## config.mk

```make
export PLATFORM = sky130hd
export DESIGN_NAME = cba_serial_add_ctrl
export DESIGN_NICKNAME = d
export VERILOG_FILES = /design/src/rtl/cba_pkg.sv /design/src/rtl/cba_nibble_slice.sv /design/src/rtl/cba_serial_add_ctrl.sv
export SDC_FILE = /design/constraint.sdc
export NUM_CORES = 1
export LEC_CHECK = 0
export CAP_MARGIN = 5
export CORE_MARGIN = 8
export CORE_UTILIZATION = 25
export DETAILED_ROUTE_END_ITERATION = 10
export GPL_TIMING_DRIVEN = 0
export PLACE_DENSITY_LB_ADDON = 0.15
export SLEW_MARGIN = 5
export SYNTH_ARGS = -nofsm -noshare
export SYNTH_HDL_FRONTEND = slang
export SYNTH_HIERARCHICAL = 1
export SYNTH_SLANG_ARGS = --single-unit
```

## constraint.sdc

```tcl
create_clock -name clk -period 5.7 [get_ports clk]
set_clock_uncertainty 0.1 [all_clocks]
set_input_delay 1.425 -clock clk [delete_from_list [all_inputs] [get_ports clk]]
set_output_delay 1.425 -clock clk [all_outputs]
set_load 0.02 [all_outputs]
```

## src/rtl/cba_pkg.sv

```systemverilog
// Shared constants, state encoding and helpers for the nibble-serial carry-bypass adder.
package cba_pkg;

  localparam int NIBBLE_W = 4;

  typedef enum logic [1:0] {
    ST_IDLE = 2'd0,
    ST_RUN  = 2'd1,
    ST_DONE = 2'd2
  } state_t;

  // A nibble whose bits all propagate passes its carry-in straight through.
  function automatic logic prop_all_f(input logic [NIBBLE_W-1:0] x,
                                      input logic [NIBBLE_W-1:0] y);
    return (x ^ y) == {NIBBLE_W{1'b1}};
  endfunction

endpackage

```

## src/rtl/cba_nibble_slice.sv

```systemverilog
// Combinational 4-bit carry-bypass adder slice: ripple sum, carry skips the
// chain when every bit position propagates.
module cba_nibble_slice
  import cba_pkg::*;
(
  input  logic [NIBBLE_W-1:0] a,
  input  logic [NIBBLE_W-1:0] b,
  input  logic                ci,
  output logic [NIBBLE_W-1:0] s,
  output logic                co,
  output logic                prop_all
);

  logic [NIBBLE_W:0] c;

  assign prop_all = prop_all_f(a, b);

  always_comb begin
    s    = '0;
    c    = '0;
    c[0] = ci;
    for (int i = 0; i < NIBBLE_W; i++) begin
      s[i]   = a[i] ^ b[i] ^ c[i];
      c[i+1] = (a[i] & b[i]) | ((a[i] ^ b[i]) & c[i]);
    end
    co = prop_all ? ci : c[NIBBLE_W];
  end

endmodule

```

## src/rtl/cba_serial_add_ctrl.sv

```systemverilog
// Adds WIDTH-bit operands one nibble per cycle (LSB first) through a single
// carry-bypass slice. Optional propagate-all statistics: CBA_BYPASS_STATS_EN.
module cba_serial_add_ctrl
  import cba_pkg::*;
#(
  parameter int WIDTH = 16
) (
  input  logic             clk,
  input  logic             rst,
  input  logic             in_valid,
  output logic             in_ready,
  input  logic [WIDTH-1:0] a,
  input  logic [WIDTH-1:0] b,
  input  logic             cin,
  output logic             out_valid,
  input  logic             out_ready,
  output logic [WIDTH-1:0] sum,
  output logic             cout
`ifdef CBA_BYPASS_STATS_EN
  ,
  output logic [$clog2(WIDTH/4+1)-1:0] bypass_cnt
`endif
);

  localparam int NIB = WIDTH / NIBBLE_W;
  localparam int IW  = (NIB > 1) ? $clog2(NIB) : 1;

  generate
    if (WIDTH < NIBBLE_W || (WIDTH % NIBBLE_W) != 0) begin : g_width_check
      $error("cba_serial_add_ctrl: WIDTH must be a multiple of 4 and at least 4");
    end
  endgenerate

  state_t                state_q, state_d;
  logic [WIDTH-1:0]      a_sh, b_sh, sum_sh, sum_next, sum_q;
  logic                  carry_q, cout_q;
  logic [IW-1:0]         idx_q;
  logic                  accept, run_step, last_step;
  logic [NIBBLE_W-1:0]   slice_s;
  logic                  slice_co, slice_prop;

  // Valid/ready: a transfer happens on any rising edge where valid and ready
  // are both high; valid is held with its data until that edge, ready never
  // depends combinationally on valid.
  assign in_ready  = (state_q == ST_IDLE);
  assign out_valid = (state_q == ST_DONE);
  assign accept    = in_valid & in_ready;
  assign run_step  = (state_q == ST_RUN);
  assign last_step = run_step && (idx_q == IW'(NIB - 1));
  assign sum       = sum_q;
  assign cout      = cout_q;

  cba_nibble_slice u_slice (
    .a        (a_sh[NIBBLE_W-1:0]),
    .b        (b_sh[NIBBLE_W-1:0]),
    .ci       (carry_q),
    .s        (slice_s),
    .co       (slice_co),
    .prop_all (slice_prop)
  );

  // New nibble enters at the top so the LSB nibble ends at bit 0 after NIB steps.
  assign sum_next = (sum_sh >> NIBBLE_W) | (WIDTH'(slice_s) << (WIDTH - NIBBLE_W));

  always_comb begin
    state_d = state_q;
    case (state_q)
      ST_IDLE: if (accept)    state_d = ST_RUN;
      ST_RUN:  if (last_step) state_d = ST_DONE;
      ST_DONE: if (out_ready) state_d = ST_IDLE;
      default:                state_d = ST_IDLE;
    endcase
  end

  always_ff @(posedge clk or posedge rst) begin
    if (rst) state_q <= ST_IDLE;
    else     state_q <= state_d;
  end

  always_ff @(posedge clk or posedge rst) begin
    if (rst) begin
      a_sh    <= '0;
      b_sh    <= '0;
      sum_sh  <= '0;
      carry_q <= 1'b0;
      idx_q   <= '0;
      sum_q   <= '0;
      cout_q  <= 1'b0;
    end else if (accept) begin
      a_sh    <= a;
      b_sh    <= b;
      carry_q <= cin;
      idx_q   <= '0;
    end else if (run_step) begin
      a_sh    <= a_sh >> NIBBLE_W;
      b_sh    <= b_sh >> NIBBLE_W;
      sum_sh  <= sum_next;
      carry_q <= slice_co;
      idx_q   <= idx_q + IW'(1);
      if (last_step) begin
        sum_q  <= sum_next;
        cout_q <= slice_co;
      end
    end
  end

`ifdef CBA_BYPASS_STATS_EN
  always_ff @(posedge clk or posedge rst) begin
    if (rst)                         bypass_cnt <= '0;
    else if (accept)                 bypass_cnt <= '0;
    else if (run_step && slice_prop) bypass_cnt <= bypass_cnt + 1'b1;
  end
`else
  logic slice_prop_unused;
  assign slice_prop_unused = slice_prop;
`endif

endmodule

```

* Yosys cells after proc, flatten, opt, wreduce, memory -nomap -nowiden
Index checks and enable logic that the tools add are counted.
** Storage, ports and cells
- Bits in registers :: 70
- Bits of input ports :: 37
- Output and inout port bits :: 19
- Word-level logic and storage cells :: 59
** Operators by class
- Multiplexer cells :: 13
- Add/subtract/negate cells :: 1
- Eq/ne operators :: 7
- Bitwise logic cells :: 24
- Reductions and logical operators :: 6
** Operators with widths (number)
- $mux 16 :: 4
- $or 12x16->16 :: 1
- $mux 2 :: 5
- $and 1x1->1 :: 9
- $xor 1x1->1 :: 8
- $ne 2x1->1 const B :: 3
- $pmux 2 s3 :: 1
- $reduce_and 3->1 :: 2
- $eq 2x2->1 const B :: 2
- $eq 4x4->1 const B :: 1
- $or 1x1->1 :: 4
- $xor 4x4->4 :: 1
- $mux 1 :: 3
- $add 2x1->2 const B :: 1
- $eq 2x1->1 const B :: 1
- $logic_not 2->1 :: 1
- $reduce_and 2->1 :: 1
- $reduce_bool 2->1 :: 1
- $logic_and 1x1->1 :: 1
- $not 1->1 :: 1

* Longest topological paths before layout
- Depth in word-level cells :: 12
- Gate-level depth with buffers :: 10

* By module
Netlist, hierarchy kept.
** By module, submodules not included
- cba_serial_add_ctrl :: instances 1, seq. area each 1651.6 sq um, cells each 267, area an instance 2821.5 sq um
- cba_nibble_slice :: instances 1, seq. area each 0.0 sq um, cells each 19, area an instance 185.2 sq um

* Least setup slack after synthesis
No wires, ideal clock.
- Path kind :: reg-to-output
- Start :: reg state_q[0]
- End :: out in_ready
- Path buffers :: 1
- Path slack :: 3.168 ns
- Data required time :: 4.175 ns
- Stages on the path, launching flop included :: 3
- Arrival time :: 1.007 ns
- Cells stage by stage :: dfrtp_1 -> buf_2 -> nor2_1
** Between the ends
- Longest elaborated chain between the ends :: 1
** Ends and longest elaborated chain
- from (decl) :: line cba_serial_add_ctrl.sv:34 : state_t state_q, state_d;
- from (signal assigned) :: line cba_serial_add_ctrl.sv:77 : else state_q <= state_d;
- $logic_not 2->1 :: line cba_serial_add_ctrl.sv:45 : assign in_ready = (state_q == ST_IDLE);
- to (decl) :: line cba_serial_add_ctrl.sv:11 : output logic in_ready,
No other way between the ends.

* Final worst setup path
Same ends and word-level chain as after synthesis.

==> metrics <==
IO Port Bufs 54; via count 2,333; row cnt 40; Peak VDD IR 151.3 µV; # Post-CTS Setup Buffers 0; Slew @ Worst Pin 522.2 ps; Vias/cell 4.629; achievable frequency 281.7 MHz; vias in the first global route 2,483; maximum root-to-sink buffer count 2; chip width 125.7 µm; Worst setup SP type flop; Worst-path clk slew 60 ps; fin area 4056 µm²; core area 11,860 µm²; CTS root buf clkbuf_16; final RePlAce weighted congestion 0.7300; Fin Setup TNS 0 ps; IO Count 56; GRT overflow 0; WP data required 4180 ps; Final HPWL DP 5714 µm; Met3 Routed Length 513 µm; drt pass-1 iters 4; critical path class reg -> out; Met2 Wirelength 3580 µm; post-layout util 34.20%; setup ws final 2150 ps; Diodes inserted 0; wire per inst 15.64 µm; Setup Slack @ Placement 2509 ps; Clock Sinks 66; Arr. time, crit path 2020 ps; largest net degree at the start of global routing 55; Worst Path Max Fanout 10; syn_area_per_cell 10.51 µm²; Iteration-0 DRC Markers 120; fin crit period 3550 ps; PwrDens 614.0 nW/µm²; Lkg Pwr 0.001803 µW; Mapped Cells 286; Final Hold Fails 0; area grow syn2layout 34.91%; initial antenna violation count 0; Synth Register Bits 66; first-pass GRT wire length 13,290 µm; nets@finish 398; hold crit path type reg -> reg; DR top layer met4; synth warn 6; wire length on met1 3706 µm; antenna-violating nets left 0; DRC viols 0; share of layout cells above drive strength 1 14.85%; Post-Syn Area 3007 µm²; die area 15,790 µm²; slew margin rel. 65.19%; placed cell area 3761 µm²; Post-Syn Nets 332; Initial Util 25.35%; clk_lat worst skew 330 ps; Total GRT Usage 10.62%; Pwr Total 2490 µW; status completed; setup violators final 0; post-synthesis sequential area ratio 54.93%; H-Tree Depth 3; CTS Hold Bufs 0; Post-CTS Resized 0; Final Max Tran Viols 0; cts bufs inserted 9; max-capacitance violation count 0; routed wire length 7883 µm; CTS tree done; library cells used by synthesis 29; die height 125.7 µm; RSZ-0062 raised after global routing no; period utilisation layout 62.27%; critical path capture point type output pin
==> report_power, final <==
group          switching (µW)  total, µW  internal [µW]  leakage, µW
clock network             211        547            336     0.000133
logic                     578       1080            501     0.000861
registers                 166        864            698     0.000808
==> critical path, cell delays in order (launching register included) <==
cell             delay [ps]
dfrtp_1                 430
buf_2                   200
nor2_1                  360
clkdlybuf4s50_1         700
==> path summary, 6_finish.rpt <==
kind | startpoint | to | slack [ps] | cells after the start
max | state_q[0]$_DFFE_PP0P_ | in_ready | 2150 | 3
min | sum_sh[5]$_DFFE_PP0P_ | sum_sh[5]$_DFFE_PP0P_ | 380 | 2
max reg2reg | a_sh[0]$_DFFE_PP0P_ | sum[15]$_DFFE_PP0P_ | 3360 | 9
min reg2reg | sum_sh[5]$_DFFE_PP0P_ | sum_sh[5]$_DFFE_PP0P_ | 380 | 2
max in group asynchronous | rst | b_sh[15]$_DFFE_PP0P_ | 3700 | 3
min in group asynchronous | rst | sum_sh[6]$_DFFE_PP0P_ | 1260 | 2
==> area by class of cell <==
type                    instances  area [µm²]
fillers                      1230        7805
flip-flops and latches         66        1652
multi-input cells             190        1220
repair buffers                 55       568.0
clock buffers                   9       225.2
well taps                     147       183.9
plain buffers                  19       93.84
clock inverters                 7       70.07
inverters                      11       43.79
==> kinds of logic after synthesis <==
| family | after synthesis | share of synthesized area (%) |
|---|---|---|
| DFF | 66 | 54.93 |
| and+or+nand+nor | 120 | 17.85 |
| adders and majority gates | 9 | 4.744 |
| muxes | 18 | 7.824 |
| AOI/OAI and AO/OA | 43 | 10.15 |
| buffers and inverters | 30 | 4.494 |
==> synthesized netlist by cell type <==
cell type / count / area, µm²
dfrtp_1: 66 / 1652
nand2_1: 47 / 176.4
nor3_1: 34 / 170.2
nor2_1: 29 / 108.9
o22ai_1: 13 / 81.33
buf_2: 12 / 60.06
inv_1: 11 / 41.29
a21oi_1: 9 / 45.04
mux2_4: 9 / 135.1
mux2_2: 8 / 90.09
o32ai_1: 8 / 70.07
a32oi_1: 5 / 43.79
ha_1: 5 / 62.56
a22o_1: 4 / 35.03
fa_1: 4 / 80.08
nor3b_1: 4 / 30.03
buf_1: 3 / 11.26
clkbuf_1: 3 / 11.26
nand2b_1: 2 / 12.51
and2b_4: 1 / 10.01
and4_4: 1 / 11.26
buf_6: 1 / 11.26
mux2i_1: 1 / 10.01
nand2_4: 1 / 11.26
o21ai_1: 1 / 5.000
o21ba_2: 1 / 10.01
o21bai_1: 1 / 7.510
o31ai_1: 1 / 7.510
or2_2: 1 / 6.260
==> metrics by stage <==
stage                     std cells  hold slack (ps)
after floorplan                 286            345.9
after global placement          487            359.9
after detailed placement        488            366.3
after CTS                       504            383.8
after global routing            504            397.7
final                           504            378.8
==> flip-flops by register name (all words and copies together), names as in the netlist <==
name     count
a_sh        16
cout         1
idx_q        2
sum_sh      12
sum         16
state_q      2
carry_q      1
b_sh        16
==> layout by cell type (no fill, tap or decap), types with 2 or more instances in the layout <==
cell type / netlist / final
clkinvlp_4: 0 / 4
buf_1: 3 / 3
clkinv_2: 0 / 2
fa_1: 4 / 4
nand2b_1: 2 / 2
a22o_1: 4 / 4
ha_1: 5 / 5
inv_1: 11 / 10
nor2_1: 29 / 29
nand2_1: 47 / 47
mux2_2: 8 / 8
dfrtp_1: 66 / 66
mux2_4: 9 / 9
o22ai_1: 13 / 13
o32ai_1: 8 / 8
nor3b_1: 4 / 4
clkdlybuf4s50_1: 0 / 54
nor3_1: 34 / 34
buf_2: 12 / 12
clkbuf_16: 0 / 9
a32oi_1: 5 / 5
a21oi_1: 9 / 9
clkbuf_1: 3 / 3
==> metal layers <==
| metal | up-vias | track usage (%) |
|---|---|---|
| met5 | - | 0 |
| met4 | 0 | 3.438 |
| met3 | 10 | 4.093 |
| met2 | 62 | 16.02 |
| met1 | 1135 | 13.65 |
| li1 | 1126 | - |
No activity file was read; power rests on OpenSTA's default activity.
